### src/rtl/ysyx_23060025_axi_rd_arb.sv
// ysyx_23060025_axi_rd_arb
//   Arbitrates NUM_M AXI read masters onto a single downstream read port.
//   One burst is in flight at a time. A winner is picked in IDLE, and its
//   AR fields are latched and presented in ADDR. Its R beats are then routed
//   back in DATA. R data is broadcast to every master; only valid/last are
//   steered.
//
// Configuration macro: YSYX_23060025_AXI_ARB_RR_EN
//   defined   -> round-robin arbitration. The pointer advances past the
//                owner when its burst completes.
//   undefined -> fixed priority: the lowest index wins. There is no
//                pointer register.
//
// Ports
//   clock, reset           clock; synchronous active-high reset
//   m_ar*                  packed per-master read-address channels (in)
//   m_arready              per-master address accept
//   m_rdata/rvalid/rlast   read data (broadcast) and per-master valid/last
//   s_ar*, s_r*            downstream read port
//   s_device               1 = burst targets CLINT, 0 = SOC
//   grant_o                index of the current owner
//   busy_o                 a burst is in ADDR or DATA
//   len_err_o              the beat in flight disagrees with the latched arlen
module ysyx_23060025_axi_rd_arb #(
  parameter int                  NUM_M      = 2,
  parameter int                  ADDR_LEN   = 32,
  parameter int                  DATA_LEN   = 32,
  parameter logic [ADDR_LEN-1:0] CLINT_BASE = 32'h0200_0000,
  parameter logic [ADDR_LEN-1:0] CLINT_MASK = 32'hffff_0000
) (
  input  logic                         clock,
  input  logic                         reset,
  input  logic [NUM_M-1:0]             m_arvalid,
  input  logic [NUM_M*ADDR_LEN-1:0]    m_araddr,
  input  logic [NUM_M*8-1:0]           m_arlen,
  input  logic [NUM_M*3-1:0]           m_arsize,
  output logic [NUM_M-1:0]             m_arready,
  output logic [DATA_LEN-1:0]          m_rdata,
  output logic [NUM_M-1:0]             m_rvalid,
  output logic [NUM_M-1:0]             m_rlast,
  output logic [ADDR_LEN-1:0]          s_araddr,
  output logic                         s_arvalid,
  input  logic                         s_arready,
  output logic [7:0]                   s_arlen,
  output logic [2:0]                   s_arsize,
  input  logic [DATA_LEN-1:0]          s_rdata,
  input  logic                         s_rvalid,
  input  logic                         s_rlast,
  output logic                         s_rready,
  output logic                         s_device,
  output logic [$clog2(NUM_M)-1:0]     grant_o,
  output logic                         busy_o,
  output logic                         len_err_o
);

  localparam int GW = $clog2(NUM_M);

  typedef enum logic [1:0] {S_IDLE, S_ADDR, S_DATA} state_t;

  state_t                r_state;
  logic [GW-1:0]         r_grant;
  logic [ADDR_LEN-1:0]   r_addr;
  logic [7:0]            r_len;
  logic [2:0]            r_size;
  logic                  r_device;
  logic [7:0]            r_cnt;
`ifdef YSYX_23060025_AXI_ARB_RR_EN
  logic [GW-1:0]         r_ptr;
`endif

  logic                  w_any;
  logic [GW-1:0]         w_win;
  logic [ADDR_LEN-1:0]   w_win_addr;
  logic                  w_addr_ph;
  logic                  w_data_ph;
  logic                  w_beat;

  assign w_any      = |m_arvalid;
  assign w_win_addr = m_araddr[int'(w_win)*ADDR_LEN +: ADDR_LEN];
  assign w_addr_ph  = (r_state == S_ADDR);
  assign w_data_ph  = (r_state == S_DATA);
  // s_rready is high for the whole DATA phase, so a beat is simply s_rvalid there.
  assign w_beat     = w_data_ph & s_rvalid;

  // Winner selection. Only meaningful while w_any is set.
  always_comb begin : p_pick
    logic found;
    int   j;
    // NOTE: every variable gets a default before any branch so no latch is inferred.
    found = 1'b0;
    w_win = '0;
    j     = 0;
    for (int k = 0; k < NUM_M; k++) begin
`ifdef YSYX_23060025_AXI_ARB_RR_EN
      // Scan upward from the pointer, wrapping modulo NUM_M (NUM_M need not be a power of two).
      j = int'(r_ptr) + k;
      if (j >= NUM_M) j = j - NUM_M;
`else
      j = k;
`endif
      if (!found && m_arvalid[j]) begin
        found = 1'b1;
        w_win = GW'(j);
      end
    end
  end

  // NOTE: sequential state uses non-blocking assignments only, so every flop samples pre-edge values.
  always_ff @(posedge clock) begin
    if (reset) begin
      // NOTE: the latched AR fields are reset too. They are few, and this keeps the outputs clean out of reset.
      r_state  <= S_IDLE;
      r_grant  <= '0;
      r_addr   <= '0;
      r_len    <= '0;
      r_size   <= '0;
      r_device <= 1'b0;
      r_cnt    <= '0;
`ifdef YSYX_23060025_AXI_ARB_RR_EN
      r_ptr    <= '0;
`endif
    end else begin
      case (r_state)
        S_IDLE: begin
          if (w_any) begin
            r_state  <= S_ADDR;
            r_grant  <= w_win;
            r_addr   <= w_win_addr;
            r_len    <= m_arlen[int'(w_win)*8 +: 8];
            r_size   <= m_arsize[int'(w_win)*3 +: 3];
            r_device <= ((w_win_addr & CLINT_MASK) == CLINT_BASE);
            r_cnt    <= '0;
          end
        end
        S_ADDR: begin
          if (s_arready) r_state <= S_DATA;
        end
        S_DATA: begin
          if (s_rvalid) begin
            r_cnt <= r_cnt + 8'd1;
            // Completion follows s_rlast alone; a length mismatch is only reported.
            if (s_rlast) begin
              r_state  <= S_IDLE;
              r_device <= 1'b0;
`ifdef YSYX_23060025_AXI_ARB_RR_EN
              r_ptr    <= (r_grant == GW'(NUM_M - 1)) ? '0 : r_grant + GW'(1);
`endif
            end
          end
        end
        default: r_state <= S_IDLE;
      endcase
    end
  end

  // Per-master steering of the handshakes. Everything is forced low in IDLE.
  always_comb begin
    m_arready = '0;
    m_rvalid  = '0;
    m_rlast   = '0;
    for (int i = 0; i < NUM_M; i++) begin
      if (r_grant == GW'(i)) begin
        m_arready[i] = w_addr_ph & s_arready;
        m_rvalid[i]  = w_data_ph & s_rvalid;
        m_rlast[i]   = w_data_ph & s_rlast;
      end
    end
  end

  assign m_rdata   = s_rdata;
  assign s_arvalid = w_addr_ph;
  assign s_araddr  = r_addr;
  assign s_arlen   = r_len;
  assign s_arsize  = r_size;
  assign s_rready  = w_data_ph;
  assign s_device  = r_device;
  assign grant_o   = r_grant;
  assign busy_o    = w_addr_ph | w_data_ph;

  // r_cnt counts the beats already accepted, so it is the 0-based index of the beat in flight.
  // The error is flagged in two cases: a last beat whose index is not arlen, or a non-last beat whose index is arlen.
  assign len_err_o = w_beat & (s_rlast ? (r_cnt != r_len) : (r_cnt == r_len));

endmodule

### config.mk
export PLATFORM = sky130hd
export DESIGN_NAME = ysyx_23060025_axi_rd_arb
export DESIGN_NICKNAME = d
export VERILOG_FILES = /design/src/rtl/ysyx_23060025_axi_rd_arb.sv
export SDC_FILE = /design/constraint.sdc
export NUM_CORES = 1
export LEC_CHECK = 0
export ABC_CLOCK_PERIOD_IN_PS = 1780
export CAP_MARGIN = 25
export CORE_ASPECT_RATIO = 0.7
export CORE_UTILIZATION = 33
export CTS_BUF_LIST = sky130_fd_sc_hd__clkbuf_4 sky130_fd_sc_hd__clkbuf_8
export DETAILED_ROUTE_END_ITERATION = 10
export GPL_TIMING_DRIVEN = 0
export PLACE_DENSITY = 0.79
export SLEW_MARGIN = 15
export SYNTH_ARGS = -nofsm -noshare
export SYNTH_HDL_FRONTEND = slang
export SYNTH_SLANG_ARGS = --single-unit
### constraint.sdc
create_clock -name clock -period 1.78 [get_ports clock]
set_input_delay 0.534 -clock clock [delete_from_list [all_inputs] [get_ports clock]]
set_output_delay 0.534 -clock clock [all_outputs]
set_load 0.05 [all_outputs]
# [After elaboration in Yosys (flattened, before gate mapping)]
# Cells that the tools add are included.
[word_totals] reg_bits=55 elab_cells=56 output_inout_bits=87 input_bits=125
[classes] n_bitwise=5 mux=21 n_reduce_logical=9 multipliers=1 n_shift=3 add_sub_neg=1 n_eq_ne=9
[op_table] operator="$shiftx A64 B7 Y32" count=1
[op_table] operator="$eq A16 B10 Y1 const B" count=1
[op_table] operator="$mux W8" count=2
[op_table] operator="$pmux W8 S2" count=1
[op_table] operator="$shiftx A16 B5 Y8" count=1
[op_table] operator="$mux W1" count=12
[op_table] operator="$add A8 B1 Y8 const B" count=1
[op_table] operator="$eq A8 B8 Y1" count=1
[op_table] operator="$mux W2" count=4
[op_table] operator="$ne A2 B2 Y1 const B" count=4
[op_table] operator="$ne A8 B8 Y1" count=1
[op_table] operator="$reduce_and A4 Y1" count=2
[op_table] operator="$pmux W2 S3" count=1
[op_table] operator="$shiftx A6 B4 Y3" count=1
[op_table] operator="$and A1 B1 Y1" count=4
[op_table] operator="$mul A1 B2 Y3 const B" count=1
[op_table] operator="$reduce_and A3 Y1" count=1
[op_table] operator="$eq A2 B1 Y1 const B" count=1
[op_table] operator="$eq A2 B2 Y1 const B" count=1
[op_table] operator="$logic_not A2 Y1" count=1
[op_table] operator="$pmux W1 S2" count=1
[op_table] operator="$reduce_and A2 Y1" count=1
[op_table] operator="$reduce_bool A2 Y1" count=1
[op_table] operator="$reduce_or A2 Y1" count=1
[op_table] operator="other kinds (3)" count=3

# [Logic depth before layout (Yosys ltp)]
[logic_depth] word_depth=8 ltp_mapped=8 mapped_depth_nobuf=6

# [Least setup slack after synthesis]
# OpenSTA, ideal clock, no wires.
[synth_path] kind="register to output" from="register r_len[2], in the netlist s_arlen[2]" to="output port len_err_o" stages_incl_launch_ff=5 arrival_ns=2.062 t_required_ns=1.246 n_path_buf=0 path_slack_ns=-0.816 path_cell_list="dfxtp_1 -> xnor2_1 -> nand4_1 -> or3_1 -> a21oi_1"
[synth_via] elab_chain_cells=3 elab_cells_between_ends=4 classes_between="eq/ne: 2; mux: 1; bitwise: 1"
[synth_lines] item="start: declaration" line="63" text="logic [7:0] r_len;"
[synth_lines] item="start signal: assignment" line="129" text="r_len <= m_arlen[int'(w_win)*8 +: 8];"
[synth_lines] item="$eq A8 B8 Y1 or $ne A8 B8 Y1 (tied branches)" line="182" text="assign len_err_o = w_beat & (s_rlast ? (r_cnt != r_len) : (r_cnt == r_len));"
[synth_lines] item="$mux W1 *" line="182"
[synth_lines] item="$and A1 B1 Y1 *" line="182"
[synth_lines] item="end: declaration" line="53" text="output logic len_err_o"
# Mark *: on every way between the ends. The rest lies on a longest branch, timed or not.

# [Worst setup path in the final report]
[layout_path] from="register r_len[0], in the netlist s_arlen[0]" to="output port len_err_o"
# The elaborated chain is that of the path after synthesis.

==> parameters.txt <==
Parameter                              Value

Outcome
  Run status ... finished with violations
  Violated checks ... negative setup slack

Synthesis
  Synth top area cells ... dfxtp_1 (36%), mux2i_1 (15%), a211oi_1 (11%)
  Main combinational cell family by area after synthesis ... simple AND/OR/NAND/NOR gates
  Compound-gate portion of the synthesized area ... 14.7%
  Share of synthesized area occupied by flip-flops and latches ... 35.9%
  Instance count of the mapped netlist ... 338
  Total nets after synthesis ... 469
  Post-synthesis instance area ... 3060 sq um
  Synth Area per Inst ... 9.06 sq um
  Synthesized-area fraction occupied by xor and xnor cells ... 3.15%
  Number of warnings issued by yosys ... 0
  Adder and majority gate portion of the synthesized area ... 2.45%
  Synth cell types ... 38
  Simple logic cell fraction of the synthesized area ... 15.3%
  Register bit total from synthesis ... 55
  Library cell with the largest summed area after synthesis ... dfxtp_1
  Proportion of netlist area held by the largest area contributor ... 35.9%
  Multiplexer fraction of the synthesized cell area ... 15.2%

Critical path
  Start of the worst register-to-register path ... r_state[1]
  R2r setup slk ... 120 ps
  RR Endpoint ... r_cnt[7]
  Type of origin of the critical path ... flop
  Capturing element type of the critical path ... output pin
  Critical path required time ... 1250 ps
  Largest driver fanout on the critical path ... 3
  Arrival time at the worst endpoint ... 1640 ps
  Worst r2r path cells ... 8
  Critical path class ... reg -> out

Power
  Worst IR drop on VDD ... 0.542 mV
  Leakage component of the power ... 2.48 nW
  Ratio of total power to cell area ... 1320 nW/um^2

Final layout
  Post-layout nets ... 666
  Antenna diode count ... 0
  Fin cells ... 660
  Final std cell area, no fill ... 5510 sq um
  Area overhead of the layout relative to synthesis ... 79.8%
  Most frequent standard cell in the layout excluding fill and tap cells ... clkdlybuf4s50_1
  Top library cells by usage in the layout, fill and taps aside ... clkdlybuf4s50_1 (86), dlygate4sd2_1 (61), nor2_1 (51)
  Fraction of final layout cells with drive strength greater than 1 ... 26.5%

Clock network
  Clock tree from TritonCTS ... done
  Number of buffers created by CTS ... 5
  CTS clock-pin slew for the worst setup and hold paths ... 100 ps
  Total number of H-tree levels ... 2
  Num Clock Sinks ... 55
  Skew-Pair Late Insertion Delay ... 300 ps
  Clock Tree Root ... clkbuf_8
  Buffers from clock root to sink, at most ... 2

Global routing
  Number of global-route vias before repair ... 2910
  Combined global-route utilization of all metal layers ... 19.3%
  Total grt overflow ... 0
  Wire length of the first global-routing pass ... 14.3 mm
  Pin count of the biggest net entering global routing ... 17
  Number of antenna violations at the first check in global routing ... 0

STA
  Tcrit/Tclk final ... 122%
  Highest clock frequency the design can meet ... 0.460 GHz
  Worst hold-check slack ... 497 ps
  Largest clock skew in the final design ... 9.59 ps
  Min cycle time layout ... 2180 ps
  Sum of negative setup slack ... -415 ps
  Setup slack of the critical path after layout ... -395 ps
  Count of endpoints failing hold in the final timing report ... 0
  Max_slew headroom ... 63.8%
  Final setup vio count ... 3
  Setup repair after global routing missed its margin ... true
  Slew of the pin with the lowest slew margin ... 544 ps
  Final slew viol count ... 0

Drt
  Average via count per standard cell ... 4.77
  Average wire per standard cell ... 14.8 um
  Count of vias placed by the detailed router ... 3150
  First-pass DRT Iterations ... 4
  Detailed router's first-iteration violation count ... 93
  Detailed Route WL ... 9.74 mm
  Routed Antenna Nets ... 0
  Total DRC errors in the routed layout ... 0

Floorplanning
  # IOs ... 212
  Row count ... 29
  Die span in x ... 117 um
  Die Footprint ... 9680 sq um
  Starting utilization of the core area ... 33.9%
  Core Region ... 9030 sq um
  Vertical die dimension ... 82.6 um

Hold path
  Depth of the worst hold-timing path ... 2
  Terminating pin of the worst hold path ... s_araddr[21]
  Kind of path behind the tightest hold check ... reg -> reg
  Worst Hold Launch ... s_araddr[21]

Placed design
  Instance area after placement ... 5090 sq um
  Detail Placement HPWL ... 7.75 mm
  Cell count after placement ... 640
  Final weighted congestion in routability-driven placement ... 0.844
  Quantity of I/O buffers inserted on ports ... 178

Run
  Total of max-cap violations ... 0
## layout make-up
cell class                 instances  area (sq um)
inverter                           4          20.0
clock inverter                     2          60.1
tap                              124           155
sequential                        55          1160
timing repair buffer             191          1830
clock buffer                       6          76.3
multi-input combinational        223          1760
fill                             798          3530
buffer                            55           449
## critical path, cell delays in order (launching register included)
cell     delay, ps
dfxtp_4        370
xnor2_2        150
nand4_1        130
or3_4          390
a21oi_4        130
buf_6          170
## power breakdown
part,internal (mW),switching [mW],total (mW)
sequential,1.63,0.264,1.89
combinational,1.64,2.77,4.41
clock,0.578,0.404,0.981
total,3.85,3.44,7.28
## sequential cells by signal, indices dropped and copies added (netlist names)
| signal | count |
|---|---|
| s_arlen | 8 |
| grant_o | 1 |
| s_araddr | 32 |
| r_state | 2 |
| s_device | 1 |
| s_arsize | 3 |
| r_cnt | 8 |
## per-stage QoR
| step | power [mW] | setup WS, ps | util (%) |
|---|---|---|---|
| detailed placement | 6.03 | -1140 | 56.3 |
| finish | 7.28 | -395 | 61.0 |
| CTS | 7.03 | -378 | 59.5 |
| floorplan | 4.65 | -144 | - |
| global route | 7.71 | -495 | 61.0 |
| global placement | 5.93 | -1160 | 56.3 |
## synthesized netlist by cell type
library cell,number
or2b_1,1
nand3_1,3
nand4_1,5
xor2_1,3
xnor2_1,8
mux2i_1,45
buf_6,7
nand2b_1,1
nor4b_1,2
nor2b_1,1
clkbuf_1,11
and2_1,3
mux2_4,1
a32o_1,1
inv_1,4
nor2b_2,1
or3_1,5
o2111a_1,1
nor2_1,55
nor3_1,2
a21o_1,1
nand2_1,9
o21ai_0,6
ha_1,6
a211oi_1,43
a21boi_0,1
nand4_4,1
a21oi_1,7
dfxtp_1,55
or3b_1,1
buf_4,33
o21bai_1,1
and3_1,3
nand3b_1,1
nor4_1,3
o41ai_1,1
buf_2,5
a221oi_1,1
## worst max path at each step
stage               start        end  slack [ps]  cells after the start
3_3_place_gp      s_rlast  len_err_o       -1160                      4
5_1_grt        s_arlen[5]  len_err_o        -500                      5
2_1_floorplan  s_arlen[2]  len_err_o        -140                      4
4_1_cts        s_arlen[0]  len_err_o        -380                      5
6_report       s_arlen[0]  len_err_o        -400                      5
3_5_place_dp      s_rlast  len_err_o       -1140                      4
## per-layer routing
metal	part of all wire (%)	GRT usage, %	wire (um)
met4	0.64	3.04	62
met1	42	23.8	4140
met5	0	0	0
met2	49	34.5	4780
met3	7.8	5.04	758
## kinds of logic after synthesis
family,Yosys count
adder cells (fa/ha/maj),6
XOR/XNOR,11
AO/OA/AOI/OAI,63
multiplexers,46
buffers and inverters,60
flip-flops,55
AND/OR/NAND/NOR,97
## repair_timing
action	CTS	global route
buffers inserted	10	3
resized for setup	210	46
setup endpoints to repair	139	71
pin swaps	6	6
hold buffers	0	0
gates cloned	0	0
Power figures use the tool's default switching activity.
